**src/rtl/vfp_config_sequencer.sv**
```systemverilog
// Configuration sequencer: walks a table of (address, data) entries, writes each
// one over AXI4-Lite, then reads back a single status register.
module vfp_config_sequencer #(
    parameter int unsigned NUM_ENTRIES = 16,
    parameter logic [7:0]  STATUS_ADDR = 8'h00,
    parameter int unsigned TIMEOUT     = 255
) (
    input  logic                           ACLK,
    input  logic                           reset,
    input  logic                           start,
    output logic [$clog2(NUM_ENTRIES)-1:0] tbl_idx,
    input  logic [7:0]                     tbl_addr,
    input  logic [31:0]                    tbl_data,
    input  logic                           tbl_last,
    output logic [7:0]                     AWADDR,
    output logic [2:0]                     AWPROT,
    output logic                           AWVALID,
    input  logic                           AWREADY,
    output logic [31:0]                    WDATA,
    output logic [3:0]                     WSTRB,
    output logic                           WVALID,
    input  logic                           WREADY,
    input  logic [1:0]                     BRESP,
    input  logic                           BVALID,
    output logic                           BREADY,
    output logic [7:0]                     ARADDR,
    output logic [2:0]                     ARPROT,
    output logic                           ARVALID,
    input  logic                           ARREADY,
    input  logic [31:0]                    RDATA,
    input  logic [1:0]                     RRESP,
    input  logic                           RVALID,
    output logic                           RREADY,
    output logic                           busy,
    output logic                           done,
    output logic                           error,
    output logic [31:0]                    status
);

    localparam int unsigned     IdxW     = $clog2(NUM_ENTRIES);
    localparam int unsigned     CntW     = $clog2(TIMEOUT + 1);
    localparam logic [IdxW-1:0] LastIdx  = IdxW'(NUM_ENTRIES - 1);
    // Last cycle a phase may occupy before it is abandoned.
    localparam logic [CntW-1:0] CntLimit = CntW'(TIMEOUT - 1);

    typedef enum logic [2:0] {
        StIdle,
        StWaddr,
        StWresp,
        StRaddr,
        StRdata,
        StDone,
        StErr
    } state_e;

    state_e          state_q, state_d;
    logic [IdxW-1:0] idx_q, idx_d;
    logic [CntW-1:0] cnt_q, cnt_d;
    logic            aw_done_q, aw_done_d;
    logic            w_done_q, w_done_d;
    logic            error_q, error_d;
    logic [31:0]     status_q, status_d;

    logic aw_acc;
    logic w_acc;
    logic timed_out;
    logic timed_state;

    // Next-state, table index, handshake bookkeeping and status capture.
    always_comb begin
        state_d   = state_q;
        idx_d     = idx_q;
        aw_done_d = aw_done_q;
        w_done_d  = w_done_q;
        error_d   = error_q;
        status_d  = status_q;
        aw_acc    = aw_done_q | (AWVALID & AWREADY);
        w_acc     = w_done_q | (WVALID & WREADY);
        timed_out = (cnt_q == CntLimit);

        unique case (state_q)
            StIdle: begin
                if (start) begin
                    idx_d     = '0;
                    error_d   = 1'b0;
                    aw_done_d = 1'b0;
                    w_done_d  = 1'b0;
                    state_d   = StWaddr;
                end
            end
            StWaddr: begin
                aw_done_d = aw_acc;
                w_done_d  = w_acc;
                if (aw_acc && w_acc) begin
                    state_d = StWresp;
                end else if (timed_out) begin
                    state_d = StErr;
                end
            end
            StWresp: begin
                if (BVALID) begin
                    if (BRESP != 2'b00) begin
                        state_d = StErr;
                    end else if (tbl_last || (idx_q == LastIdx)) begin
                        state_d = StRaddr;
                    end else begin
                        idx_d     = idx_q + IdxW'(1);
                        aw_done_d = 1'b0;
                        w_done_d  = 1'b0;
                        state_d   = StWaddr;
                    end
                end else if (timed_out) begin
                    state_d = StErr;
                end
            end
            StRaddr: begin
                if (ARREADY) begin
                    state_d = StRdata;
                end else if (timed_out) begin
                    state_d = StErr;
                end
            end
            StRdata: begin
                if (RVALID) begin
                    if (RRESP == 2'b00) begin
                        status_d = RDATA;
                        state_d  = StDone;
                    end else begin
                        state_d = StErr;
                    end
                end else if (timed_out) begin
                    state_d = StErr;
                end
            end
            StDone:  state_d = StIdle;
            StErr:   state_d = StIdle;
            default: state_d = StIdle;
        endcase

        // error is visible in the same cycle as the ERR completion pulse
        if (state_d == StErr) begin
            error_d = 1'b1;
        end
    end

    // Per-phase cycle counter, cleared on every state entry.
    always_comb begin
        timed_state = (state_q == StWaddr) || (state_q == StWresp) ||
                      (state_q == StRaddr) || (state_q == StRdata);
        if ((state_d != state_q) || !timed_state) begin
            cnt_d = '0;
        end else begin
            cnt_d = cnt_q + CntW'(1);
        end
    end

    // State registers with synchronous reset.
    always_ff @(posedge ACLK) begin
        if (reset) begin
            state_q   <= StIdle;
            idx_q     <= '0;
            cnt_q     <= '0;
            aw_done_q <= 1'b0;
            w_done_q  <= 1'b0;
            error_q   <= 1'b0;
            status_q  <= '0;
        end else begin
            state_q   <= state_d;
            idx_q     <= idx_d;
            cnt_q     <= cnt_d;
            aw_done_q <= aw_done_d;
            w_done_q  <= w_done_d;
            error_q   <= error_d;
            status_q  <= status_d;
        end
    end

    // Bus outputs decoded from registered state; payloads read as zero when idle.
    always_comb begin
        AWVALID = (state_q == StWaddr) && !aw_done_q;
        WVALID  = (state_q == StWaddr) && !w_done_q;
        BREADY  = (state_q == StWresp);
        ARVALID = (state_q == StRaddr);
        RREADY  = (state_q == StRdata);
        AWADDR  = AWVALID ? tbl_addr : 8'h00;
        WDATA   = WVALID ? tbl_data : 32'h0;
        ARADDR  = ARVALID ? STATUS_ADDR : 8'h00;
        AWPROT  = 3'b000;
        ARPROT  = 3'b000;
        WSTRB   = 4'hF;
        busy    = (state_q == StWaddr) || (state_q == StWresp) ||
                  (state_q == StRaddr) || (state_q == StRdata);
        done    = (state_q == StDone) || (state_q == StErr);
        error   = error_q;
        status  = status_q;
        tbl_idx = idx_q;
    end

endmodule

```
**config.mk**
```make
export PLATFORM = sky130hd
export DESIGN_NAME = vfp_config_sequencer
export DESIGN_NICKNAME = d
export VERILOG_FILES = /design/src/rtl/vfp_config_sequencer.sv
export SDC_FILE = /design/constraint.sdc
export NUM_CORES = 1
export LEC_CHECK = 0
export ABC_AREA = 1
export ABC_CLOCK_PERIOD_IN_PS = 2000
export BUFFER_PORTS_ARGS = -buffer_cell sky130_fd_sc_hd__buf_2
export CAP_MARGIN = 40
export CORE_ASPECT_RATIO = 1.1
export CORE_MARGIN = 2
export CORE_UTILIZATION = 43
export CTS_BUF_LIST = sky130_fd_sc_hd__clkbuf_8
export CTS_CLUSTER_DIAMETER = 40
export DETAILED_ROUTE_END_ITERATION = 10
export PLACE_DENSITY = 0.9
export SLEW_MARGIN = 10
export SYNTH_ARGS = -nofsm -noshare
export SYNTH_HDL_FRONTEND = slang
export SYNTH_SLANG_ARGS = --single-unit
```
**constraint.sdc**
```tcl
create_clock -name ACLK -period 2 [get_ports ACLK]
set_input_delay 0.1 -clock ACLK [delete_from_list [all_inputs] [get_ports ACLK]]
set_output_delay 0.1 -clock ACLK [all_outputs]
set_load 0.03 [all_outputs]
```
**Word-level counts from Yosys, hierarchy flattened**

Index checks and enable logic that the tools add are counted.
Widths: inputs -> output; s select.

- $add $sub $neg: 2
- Reductions and logical operators: 24
- Bitwise operators: 4
- Multiplexer cells: 25
- Eq/ne operators: 14

Operators with widths:

| kind | count |
|---|---|
| $mux 32 | 1 |
| $mux 3 | 7 |
| $mux 4 | 4 |
| $pmux 3 s5 | 1 |
| $eq 3x3->1 const B | 4 |
| $reduce_and 5->1 | 2 |
| $add 8x1->8 const B | 1 |
| $eq 8x8->1 const B | 1 |
| $mux 8 | 1 |
| $ne 2x2->1 const B | 4 |
| $pmux 4 s2 | 1 |
| $reduce_bool 2->1 | 4 |
| $eq 3x2->1 const B | 2 |
| $logic_or 1x1->1 | 6 |
| $mux 1 | 6 |
| $pmux 1 s3 | 2 |
| $add 4x1->4 const B | 1 |
| $eq 4x4->1 const B | 1 |
| $mux 2 | 2 |
| $eq 3x1->1 const B | 1 |
| $logic_and 1x1->1 | 3 |
| $logic_not 1->1 | 3 |
| $logic_not 3->1 | 1 |
| $ne 3x3->1 | 1 |
| other kinds (7) | 9 |

- Word-level logic and storage cells: 76
- Flip-flop bits (word level): 50
- Input bits: 85

**Longest topological paths before layout**

- Depth in word-level cells: 10
- Depth in mapped cells: 13

**Worst setup path before layout**

OpenSTA, ideal clock, no wires.

- Path type: flip-flop to output port
- From: register state_q[0]
- To: output port WDATA[10]
- Buffers on the path: 1
- Arrival time: 2.088 ns
- Stages on the path, launching flop included: 8
- Data required time: 1.900 ns
- Setup slack: -0.188 ns
- Cells stage by stage: dfxtp_1 > inv_2 > nor3_2 > inv_1 > nor2_1 > inv_1 > buf_6 > nor2_1

- Longest elaborated chain between the ends: 3

Ends and longest elaborated chain:

| element | line | text |
|---|---|---|
| start: declaration | 56 | `state_e state_q, state_d;` |
| start signal: assignment | 160 | `state_q <= StIdle;` |
| start signal: assignment | 168 | `state_q <= state_d;` |
| $eq 3x1->1 | 181 | `WVALID = (state_q == StWaddr) && !w_done_q;` |
| $logic_and 1x1->1 | 181 |  |
| named net WVALID | 21 | `output logic WVALID,` |
| $mux 32 | 186 | `WDATA = WVALID ? tbl_data : 32'h0;` |
| end: declaration | 19 | `output logic [31:0] WDATA,` |

The timed path passes the listed nets, and every way through them passes these cells.

**Final worst setup path**

- From: register state_q[0]
- To: output port WDATA[12]

- Longest elaborated chain between the ends: 3

Ends and longest elaborated chain:

| element | line |
|---|---|
| $eq 3x1->1 | 181 |
| $logic_and 1x1->1 | 181 |
| $mux 32 | 186 |

No other way between the ends.

==> results.txt <==
* Status: completed
- Area growth from synthesis to layout: 39.3%
* Capturing element of the worst setup path: WDATA[12]
- Timing would allow up to approximately 530 MHz.
- Initial Utilization: 44.1%
- Cells after Synth: 403
- Ranked by total cell area, the synthesized netlist is headed by dfxtp_1, nor2_1, inv_1.
- Using the TritonRoute via totals, the vias-per-cell ratio works out to 4.71.
- Max-cap violations: 0
* Share of the yosys chip area belonging to registers: 37.1%
- The count of final hold-check violations is 0.
* Maximum fanout along the worst path: 16
* Depth of the critical timing path with buffers and inverters included: 8
- Detailed-route wire length on metal 1: ~3400 um
- Worst stage delay on the critical path: 0.39 ns
- Kind of start point of the critical path: flop
* Slack of the worst reg-to-reg path: 0.23 ns
- The via count of the first global-routing pass is 2862.
* Layout fillers: 529
- Util after Layout: 61.5%
- Initial DRC count: 90
- The final-report max-slew violation count came to 0.
- Warnings, synthesis: 0
* Cell area after layout: around 3800 um^2
- The worst path needs 1.90 ns of the cycle, external delays included.
* Post-synthesis instance area: between 2000 and 3000 um^2
- The internal power of the cells totals between 1.5 and 2 mW.
* Initial antenna violation count: 2
- STA classifies the critical path endpoint as an output pin.
* Detailed-routed wire length on met2: approximately 4100 um
- At the end of routability-driven placement, the weighted congestion stood at 0.930.
* Total Power: 2.21 mW
- Amount of wire on met3 after detailed routing: slightly above 900 um
- Synthesis instantiated 31 different standard cells from the library.
- Sequential cell fraction of total power: 45.4%
- Detailed-router iteration count before antenna repair: 4
* GRT Resource Usage Total: 24.3%
- A synthesized cell averages around 6.7 um^2.
* Final HPWL from detailed placement: 6790 um
- Worst reg-to-reg path cell count: 13
- The synthesized design contains 50 register bits.
- DP Area: 3520 um^2
- The number of buffers and inverters on the critical path is 5.
* Clock latency on the worst-skew pair: 0.31 ns
* DRC errors left: 0
- The final route contains 3097 vias.
- Worst hold margin: ~0.0074 ns
- # port buffers: 168
* Final-report setup violation count: 0
* Wire length of the first global-routing pass: around 13000 um
* Final period util: 95.0%
* Power per cell area: 589 nW/um^2
- Clock transition time at the flip-flop clock pins of the worst setup and hold paths: roughly 0.10 ns
- Largest net degree at the start of global routing: 33
- I/O pins: 187
- dfxtp_1 takes more of the synthesized area than any other cell.
- Hold Crit Class: input port to flop
- The longest clock path from root to sink contains 2 buffers.
- The total area inside the core boundary comes to 6120 um^2.
* Clock Power Share: about a third
* Worst IR Drop VDD: 0.447 mV
- Summed over all layers, the global routing overflow is 0.
- Proportion of netlist area held by the largest area contributor: 37.1%
* DR top layer: met4
* Static leakage: approximately 2.2 nW
* Sequence of cells on the critical path: inv_2, nor3_2, inv_1, nor2_4, clkinvlp_4, buf_4, nor2_1, clkbuf_4
* Capture instance of the worst register-to-register path: cnt_q[5]
* Antenna viol nets, final: 0
* Die footprint: 6930 um^2
* NumNets Final: 663
* Overall die width: 79.5 um
- Share of layout cells above drive strength 1: ~38%
- Setup skew after layout: 0.00961 ns
- Total number of H-tree levels: 2
- The analysis attributes to net switching a power of 0.685 mW.
- TritonCTS built the clock tree.
* Kind of cell adding the most delay to the critical path: buffers and inverters
* Inserted Clock Buffers: 5
* CTS root buffer: clkbuf_8
- Summed over all failing endpoints, the final setup total negative slack is 0 ns.
* Die Span Y: roughly 87 um
* Setup CP Type: flop to output pin
- Average wire per cell in the routed design: 13.0 um
- The final layout contains routed wiring with a total length of between 8000 and 9000 um.
- Worst-path cell with the longest stage delay: dfxtp_4
- Critical path data arrival time: 1.80 ns
- The critical path starts at state_q[0].
* Fraction of power consumed by combinational cells: slightly above 20%
- Of the total power, the share spent switching nets is 30.9%.
- CTS Sinks: 50
- Row generation in the floorplan step produced 30 rows.
- The startpoint identified for the worst register-to-register timing path is cnt_q[0].
* Crit path required time: 1.90 ns
==> cells in the final DEF (no fill, tap or decap), types with 2 or more instances in the layout <==
cell type and n:
nand2_4 2, inv_1 55, clkinvlp_4 3, diode_2 2, inv_2 4, clkbuf_8 5
o21ai_0 33, nand2_1 43, conb_1 18, dlygate4sd3_1 4, nand3_1 12, nand4_1 3
ha_1 3, nor2_2 4, clkbuf_4 5, dfxtp_4 2, xnor2_1 3, nor3_1 3
buf_4 12, nand2_2 4, nor2_4 3, a21oi_1 6, dfxtp_1 47, nor2_1 120
buf_2 158, xor2_1 4, nor3_2 9
==> layer usage <==
layer  vias to the layer above  global-route usage [%]
met3                        13                    7.37
met4                         0                    12.2
met2                       168                    41.3
met1                      1388                    27.4
li1                       1528                       -
met5                         -                       0
==> Yosys cell counts, drive strengths merged <==
master,instances
nand2,49
nor3,12
nand3,13
and3,1
xnor2,3
nor2,127
a21oi,7
clkinv,1
o21ai,33
clkbuf,9
inv,61
a22oi,1
buf,22
xor2,4
nand4,3
nand3b,1
conb,2
o211a,1
dfxtp,50
ha,3
==> logic make-up (layout without fill, tap and decap cells) <==
logic type / after synthesis / after routing / synth area share [%]
other: 2 / 20 / 0.278
flip-flops: 50 / 50 / 37.1
AO/OA/AOI/OAI: 42 / 42 / 8.21
buffers and inverters: 93 / 250 / 16.5
XOR/XNOR: 7 / 7 / 2.27
AND/OR/NAND/NOR: 206 / 206 / 34.3
adder cells (fa/ha/maj): 3 / 3 / 1.39
==> what timing repair did <==
action / in CTS / in global routing
setup endpoints to repair: 32 / 30
gates resized for setup: 4 / 19
buffers inserted: 3 / 0
pin swaps: 0 / 1
hold buffers: 4 / 0
cloned: 1 / 0
hold endpoints to repair: 4 / 0
==> sequential cells by signal (all words and copies together) (netlist names) <==
| name | count |
|---|---|
| cnt_q | 8 |
| w_done_q | 1 |
| status | 32 |
| tbl_idx | 4 |
| state_q | 3 |
| aw_done_q | 1 |
| error | 1 |
==> worst min path at each step <==
stage | start | to | cells after the start
after CTS | RDATA[14] | status[14] | 3
after global routing | RDATA[11] | status[11] | 3
after floorplan | reset | aw_done_q | 1
after global placement | RDATA[30] | status[30] | 3
after detailed placement | RDATA[29] | status[29] | 3
final | RDATA[20] | status[20] | 3
==> metrics by stage <==
| step | worst slack, ns | cells |
|---|---|---|
| global placement | 0.309 | 640 |
| CTS | 0.0259 | 656 |
| detailed placement | 0.244 | 640 |
| global route | -0.0000175 | 658 |
| floorplan | -0.0734 | 419 |
| finish | 0.0992 | 658 |
==> cell type report <==
type	count	area (um^2)	share of cell area [%]
Timing Repair Buffer	179	958	25.5
Inverter	62	240	6.39
Clock inverter	3	48.8	1.30
Tap cell	80	100	2.66
Clock buffer	5	68.8	1.83
Sequential cell	50	1010	26.9
Timing Repair inverter	1	7.51	0.200
Multi-Input combinational cell	276	1320	35.1
Antenna cell	2	5.00	0.133
==> worst register-to-register path, cell delays in order, from the launching register on <==
cell	delay, ns
dfxtp_1	0.40
inv_1	0.06
ha_1	0.19
inv_1	0.05
nor2_1	0.04
nand2_1	0.18
nand2_1	0.08
nand2_1	0.08
nand2_1	0.06
inv_2	0.05
nand2_1	0.08
nand2_2	0.08
nand3_4	0.14
nor3_2	0.21
==> power groups by stage <==
stage	Clock, mW	Sequential [mW]	Combinational, mW
6_report	0.754	1.01	0.455
5_1_grt	0.800	1.01	0.491
4_1_cts	0.762	1.01	0.446
3_5_place_dp	0	1.03	0.427
3_3_place_gp	0	1.03	0.424
2_1_floorplan	0	1.03	0.295
No activity file was read; power rests on OpenSTA's default activity.
